<file path="config.mk">
export PLATFORM = sky130hd
export DESIGN_NAME = psum_buffer
export DESIGN_NICKNAME = d
export VERILOG_FILES = /design/src/rtl/sys_defs.sv /design/src/rtl/psum_buffer_col_fifo.sv /design/src/rtl/psum_buffer.sv
export SDC_FILE = /design/constraint.sdc
export NUM_CORES = 2
export LEC_CHECK = 0
export CAP_MARGIN = 5
export CORE_MARGIN = 3
export CORE_UTILIZATION = 45
export CTS_CLUSTER_DIAMETER = 40
export DETAILED_ROUTE_END_ITERATION = 6
export DONT_BUFFER_PORTS = 1
export PLACE_DENSITY = 0.69
export SETUP_SLACK_MARGIN = 0.1
export SLEW_MARGIN = 5
export SYNTH_ARGS = -nofsm -noshare
export SYNTH_HDL_FRONTEND = slang
export SYNTH_SLANG_ARGS = --single-unit
export TNS_END_PERCENT = 100
</file>
<file path="constraint.sdc">
create_clock -name clk -period 14.8 [get_ports clk]
set_input_delay 2.96 -clock clk [delete_from_list [all_inputs] [get_ports clk]]
set_output_delay 2.96 -clock clk [all_outputs]
set_load 0.02 [all_outputs]
</file>
<file path="src/rtl/sys_defs.sv">
// Shared types for the PE array and its partial-sum buffer: psum packet,
// array operating mode and the default per-column buffer depth.
package sys_defs;

    localparam int PSUM_W         = 32;
    localparam int PSUM_BUF_DEPTH = 16;
    localparam int PE_COLS        = 7;

    typedef enum logic [1:0] {
        MODE1 = 2'd0,
        MODE2 = 2'd1,
        MODE3 = 2'd2,
        MODE4 = 2'd3
    } OP_MODE;

    typedef struct packed {
        logic              valid;
        logic [PSUM_W-1:0] data;
    } PSUM_PACKET;

endpackage

</file>
<file path="src/rtl/psum_buffer_col_fifo.sv">
// One column of the psum buffer: circular storage with wrapping pointers and an
// occupancy count. The count port exists only when PSUM_BUF_STATS_EN is defined.
module psum_col_fifo
    import sys_defs::*;
#(
    parameter int DEPTH = PSUM_BUF_DEPTH
) (
    input  logic                       clk,
    input  logic                       rst,
    input  logic                       clear,
    input  logic                       push,
    input  logic                       pop,
    input  logic [PSUM_W-1:0]          wdata,
    output logic [PSUM_W-1:0]          rdata,
    output logic                       empty,
`ifdef PSUM_BUF_STATS_EN
    output logic [$clog2(DEPTH):0]     count,
`endif
    output logic                       full
);

    localparam int AW = $clog2(DEPTH);

    logic [PSUM_W-1:0] mem_q [DEPTH];
    logic [AW-1:0]     wr_ptr_q, wr_ptr_d;
    logic [AW-1:0]     rd_ptr_q, rd_ptr_d;
    logic [AW:0]       count_q,  count_d;

    always_comb begin
        wr_ptr_d = wr_ptr_q;
        rd_ptr_d = rd_ptr_q;
        count_d  = count_q;
        if (clear) begin
            wr_ptr_d = '0;
            rd_ptr_d = '0;
            count_d  = '0;
        end else begin
            if (push) begin
                wr_ptr_d = wr_ptr_q + AW'(1);
            end
            if (pop) begin
                rd_ptr_d = rd_ptr_q + AW'(1);
            end
            case ({push, pop})
                2'b10:   count_d = count_q + (AW+1)'(1);
                2'b01:   count_d = count_q - (AW+1)'(1);
                default: count_d = count_q;
            endcase
        end
    end

    always_ff @(posedge clk) begin
        if (rst) begin
            wr_ptr_q <= '0;
            rd_ptr_q <= '0;
            count_q  <= '0;
        end else begin
            wr_ptr_q <= wr_ptr_d;
            rd_ptr_q <= rd_ptr_d;
            count_q  <= count_d;
        end
    end

    // Storage has no reset; occupancy alone decides what is visible.
    always_ff @(posedge clk) begin
        if (!rst && !clear && push) begin
            mem_q[wr_ptr_q] <= wdata;
        end
    end

    assign rdata = mem_q[rd_ptr_q];
    assign empty = (count_q == '0);
    assign full  = (count_q == (AW+1)'(DEPTH));
`ifdef PSUM_BUF_STATS_EN
    assign count = count_q;
`endif

endmodule

</file>
<file path="src/rtl/psum_buffer.sv">
// Per-column psum store between PE row 5 (drain in MODE1) and row 0 (replay in MODE2).
// Optional PSUM_BUF_STATS_EN adds high_water and dropped_cnt outputs.
module psum_buffer
    import sys_defs::*;
#(
    parameter int DEPTH = PSUM_BUF_DEPTH,
    parameter int COLS  = PE_COLS
) (
    input  logic                          clk,
    input  logic                          rst,
    input  OP_MODE                        mode_in,
    input  logic                          change_mode,
    input  logic                          clear,
    input  PSUM_PACKET [COLS-1:0]         psum_in,
    output logic       [COLS-1:0]         psum_in_ack,
    output PSUM_PACKET [COLS-1:0]         psum_out,
    input  logic       [COLS-1:0]         psum_out_ack,
    output logic       [COLS-1:0]         col_empty,
    output logic       [COLS-1:0]         col_full,
`ifdef PSUM_BUF_STATS_EN
    output logic [COLS-1:0][$clog2(DEPTH):0] high_water,
    output logic [15:0]                   dropped_cnt,
`endif
    output logic                          overflow
);

    localparam int CW = $clog2(DEPTH) + 1;

    OP_MODE            cur_mode_q;
    logic              overflow_q;
    logic [COLS-1:0]   push;
    logic [COLS-1:0]   pop;
    logic [COLS-1:0]   ovf_col;
    logic              mode_is1;
    logic              mode_is2;

    assign mode_is1 = (cur_mode_q == MODE1);
    assign mode_is2 = (cur_mode_q == MODE2);

    always_ff @(posedge clk) begin
        if (rst) begin
            cur_mode_q <= MODE1;
        end else if (change_mode) begin
            cur_mode_q <= mode_in;
        end
    end

    genvar gi;
    generate
        for (gi = 0; gi < COLS; gi++) begin : g_col
            logic [PSUM_W-1:0] head_data;
`ifdef PSUM_BUF_STATS_EN
            logic [CW-1:0]     col_count;
            logic [CW-1:0]     hw_q;
`endif

            assign psum_in_ack[gi] = mode_is1 & psum_in[gi].valid & ~col_full[gi];
            assign ovf_col[gi]     = mode_is1 & psum_in[gi].valid &  col_full[gi];
            // clear still shows the combinational ack but must not store the datum.
            assign push[gi]        = psum_in_ack[gi] & ~clear;
            assign pop[gi]         = mode_is2 & psum_out_ack[gi] & ~col_empty[gi] & ~clear;

            assign psum_out[gi].valid = mode_is2 & ~col_empty[gi];
            assign psum_out[gi].data  = psum_out[gi].valid ? head_data : '0;

            psum_col_fifo #(
                .DEPTH (DEPTH)
            ) u_fifo (
                .clk   (clk),
                .rst   (rst),
                .clear (clear),
                .push  (push[gi]),
                .pop   (pop[gi]),
                .wdata (psum_in[gi].data),
                .rdata (head_data),
                .empty (col_empty[gi]),
`ifdef PSUM_BUF_STATS_EN
                .count (col_count),
`endif
                .full  (col_full[gi])
            );

`ifdef PSUM_BUF_STATS_EN
            always_ff @(posedge clk) begin
                if (rst || clear) begin
                    hw_q <= '0;
                end else if (col_count > hw_q) begin
                    hw_q <= col_count;
                end
            end
            assign high_water[gi] = hw_q;
`endif
        end
    endgenerate

    always_ff @(posedge clk) begin
        if (rst || clear) begin
            overflow_q <= 1'b0;
        end else if (|ovf_col) begin
            overflow_q <= 1'b1;
        end
    end

    assign overflow = overflow_q;

`ifdef PSUM_BUF_STATS_EN
    logic [15:0] dropped_cnt_q;

    // Counts cycles carrying an overflow event; saturates rather than wrapping.
    always_ff @(posedge clk) begin
        if (rst) begin
            dropped_cnt_q <= '0;
        end else if (!clear && (|ovf_col) && (dropped_cnt_q != 16'hFFFF)) begin
            dropped_cnt_q <= dropped_cnt_q + 16'd1;
        end
    end

    assign dropped_cnt = dropped_cnt_q;
`endif

endmodule
</file>
==> run metrics <==
outcome finished clean; Pwr Density 136 mW/mm^2; Worst Path Required 11.84 ns; hold slack 0.497 ns; Int Power 17800 uW; synthesized area per cell 21.8 sq um; TritonCTS clock tree built; Data arrival, critical path 4.46 ns; most frequent cell after synthesis edfxtp_1; Post-synth top cells edfxtp_1, mux4_2, nand2_1; crit path max fanout 70; per-cell routed wire length 28.1 microns; Reg clk slew, reported paths 0.06 ns; 1st-pass router iterations 7; Gate power share 0.6%; Achievable Freq 135 MHz; Global Route Usage Sum 19.5%; top_reg_cell synth edfxtp_1; GRT Residual Overflow 0; largest cells by area after synthesis edfxtp_1, mux4_2, mux2_2; wire length on met3 29700 microns; Finish-stage setup viols 0; Die ar. 0.325 sq mm; Chip Height 570 microns; fin crit period 7.42 ns; CP startpoint kind flip-flop; Core Util, Final 52.0%; Max Slew Vio Count 0; Rows 206; total routed wirelength 320000 microns; register area 0.110 sq mm; CTS H-tree lvls 5; register share of total power 51.8%; RSZ-0062 raised after global routing false; met1 wire length 125000 microns; skew final 0.0693 ns; IO Pins 497; synthesized area 0.143 sq mm; synth unique cells 50; Post-Place Cells 10600; WS Path Type flip-flop to output pin; vias in the first global route 69600; P_sw 4470 uW; CP endpoint kind output pin; Total Power 22300 uW; antenna violations before repair 4; number of synthesized flops with an enable pin 3584; layout cell share with drive strength beyond 1 30.4%; DRC viols 0; final net count 7170; Post-Syn Nets 6891; Via Count 66300; switching portion of total power 20.1%; Post-Route Setup TNS 0 ns; antenna-violating nets left 0; total CTS buffers 428; core footprint 0.316 sq mm; first-pass GRT wire length 471000 microns; Final period util 50.1%; Finished Layout Cells 11400; multi-input logic area 0.0325 sq mm; clock buffer depth 4; post-synthesis sequential area ratio 76.8%; Placer Congestion 0.767; flops & latches, synth 3706; Min-Delay Path Class flip-flop to flip-flop; area leader, netlist edfxtp_1; Synth Instances 6577; post-DP HPWL 175000 microns; top sig layer met4; Ys Warns 0; Clock Root Buffer clkbuf_16; vias per cell 5.83; Synth async-reset ratio 0%; post-synth top area share 75.1%; worst-skew pair later-pin latency 0.95 ns; worst relative slew slack 11.5%; clock share of power 47.6%; Clock Sinks 3706; Port Buf Inserts 0; hold-fix buffers at CTS 0; Initial Util 45.4%; fillcell total 23900; leakage 0.0491 uW; P&R area growth vs syn 14.5%; die width 570 microns; post_cts resized 0; Fin. Hold Viols 0; DRT iter0 DRCs 6278; worst slew pin tran 1.31 ns; largest net degree at the start of global routing 129; post-CTS setup repair buffer count 0; Met2 Wirelength 156000 microns; Max-Cap Viols 0; Peak VDD IR 0.118 mV
[cell type report]
type                    instances  share of cell area (%)
repair buffers                201                   0.949
multi-input cells            2473                    19.8
inverters                      46                   0.105
flip-flops and latches       3706                    67.1
clock inverters               315                    2.25
diodes                          8                  0.0122
clock buffers                 473                    6.64
well taps                    4160                    3.17
[stage by stage]
stage,setup slack (ns),area [sq um]
3_3_place_gp,7.94,150000
6_report,7.38,164000
2_1_floorplan,8.14,143000
3_5_place_dp,7.93,150000
5_1_grt,7.16,164000
4_1_cts,7.27,164000
[kinds of logic (layout without fill, tap and decap cells)]
family / count (synthesis) / after routing / share of synthesized area (%)
compound gates: 344 / 344 / 1.49
flops: 3706 / 3706 / 76.8
buf+inv: 398 / 1035 / 1.19
fa+ha+maj: 70 / 70 / 0.647
xor+xnor: 56 / 56 / 0.342
other cells: 0 / 8 / 0
simple gates: 644 / 644 / 2.07
mux: 1359 / 1359 / 17.5
[critical path: stages, from the launching register on]
cell     delay, ns
dfxtp_4       0.90
buf_4         0.91
mux4_2        0.38
mux2i_1       0.10
o21ai_0       0.79
buf_4         0.28
[layout by cell type, fill, tap and decap left out, types with 21 or more instances in the layout]
cell type | Yosys | routed
buf_4 | 18 | 197
clkbuf_1 | 202 | 43
clkinv_1 | 0 | 51
o21ai_1 | 34 | 37
nor3_4 | 0 | 25
xor2_1 | 34 | 34
bufinv_16 | 0 | 46
nand3_1 | 29 | 29
clkbuf_16 | 0 | 428
ha_1 | 63 | 63
edfxtp_1 | 3584 | 3584
xnor2_1 | 22 | 22
dfxtp_4 | 0 | 21
clkinv_4 | 0 | 40
o21ai_0 | 184 | 181
mux2_2 | 224 | 224
inv_1 | 46 | 46
mux4_2 | 896 | 896
mux2i_1 | 239 | 239
nand2_1 | 287 | 287
clkinv_2 | 0 | 57
nor2_1 | 216 | 130
clkinvlp_4 | 0 | 41
inv_6 | 0 | 36
nor2_4 | 0 | 85
a21oi_1 | 41 | 41
dfxtp_1 | 122 | 101
[per-layer routing]
layer,global-route usage (%),up-vias
li1,-,27900
met1,25.7,35400
met2,31.8,2574
met3,5.53,499
met4,5.42,0
met5,0,-
[final timing paths]
kind / depth (start not counted) / endpoint / slack [ns] / from
max reg2reg: 6 / g_col[6].u_fifo.mem_q[3][3] / 10.83 / cur_mode_q[1]
min: 2 / flip-flop / 0.50 / g_col[0].u_fifo.rd_ptr_q[1]
min reg2reg: 2 / flip-flop / 0.50 / g_col[0].u_fifo.rd_ptr_q[1]
max: 5 / psum_out[190] / 7.38 / flip-flop
[flip-flops by register name, summed over array words and instances, names as in the netlist, named ones only]
name and cells:
g_col.u_fifo.mem_q 3584, g_col.u_fifo.count_q 35, g_col.u_fifo.rd_ptr_q 28, g_col.u_fifo.wr_ptr_q 28
cur_mode_q 2, overflow 1
[power groups by stage]
stage	Combinational (uW)	Clock (uW)	Sequential, uW
final	144	10600	11500
after global routing	155	11200	11500
after CTS	148	10800	11500
after detailed placement	147	0	11800
after global placement	145	0	11700
after floorplan	91.6	0	11800
Power figures use the tool's default switching activity.
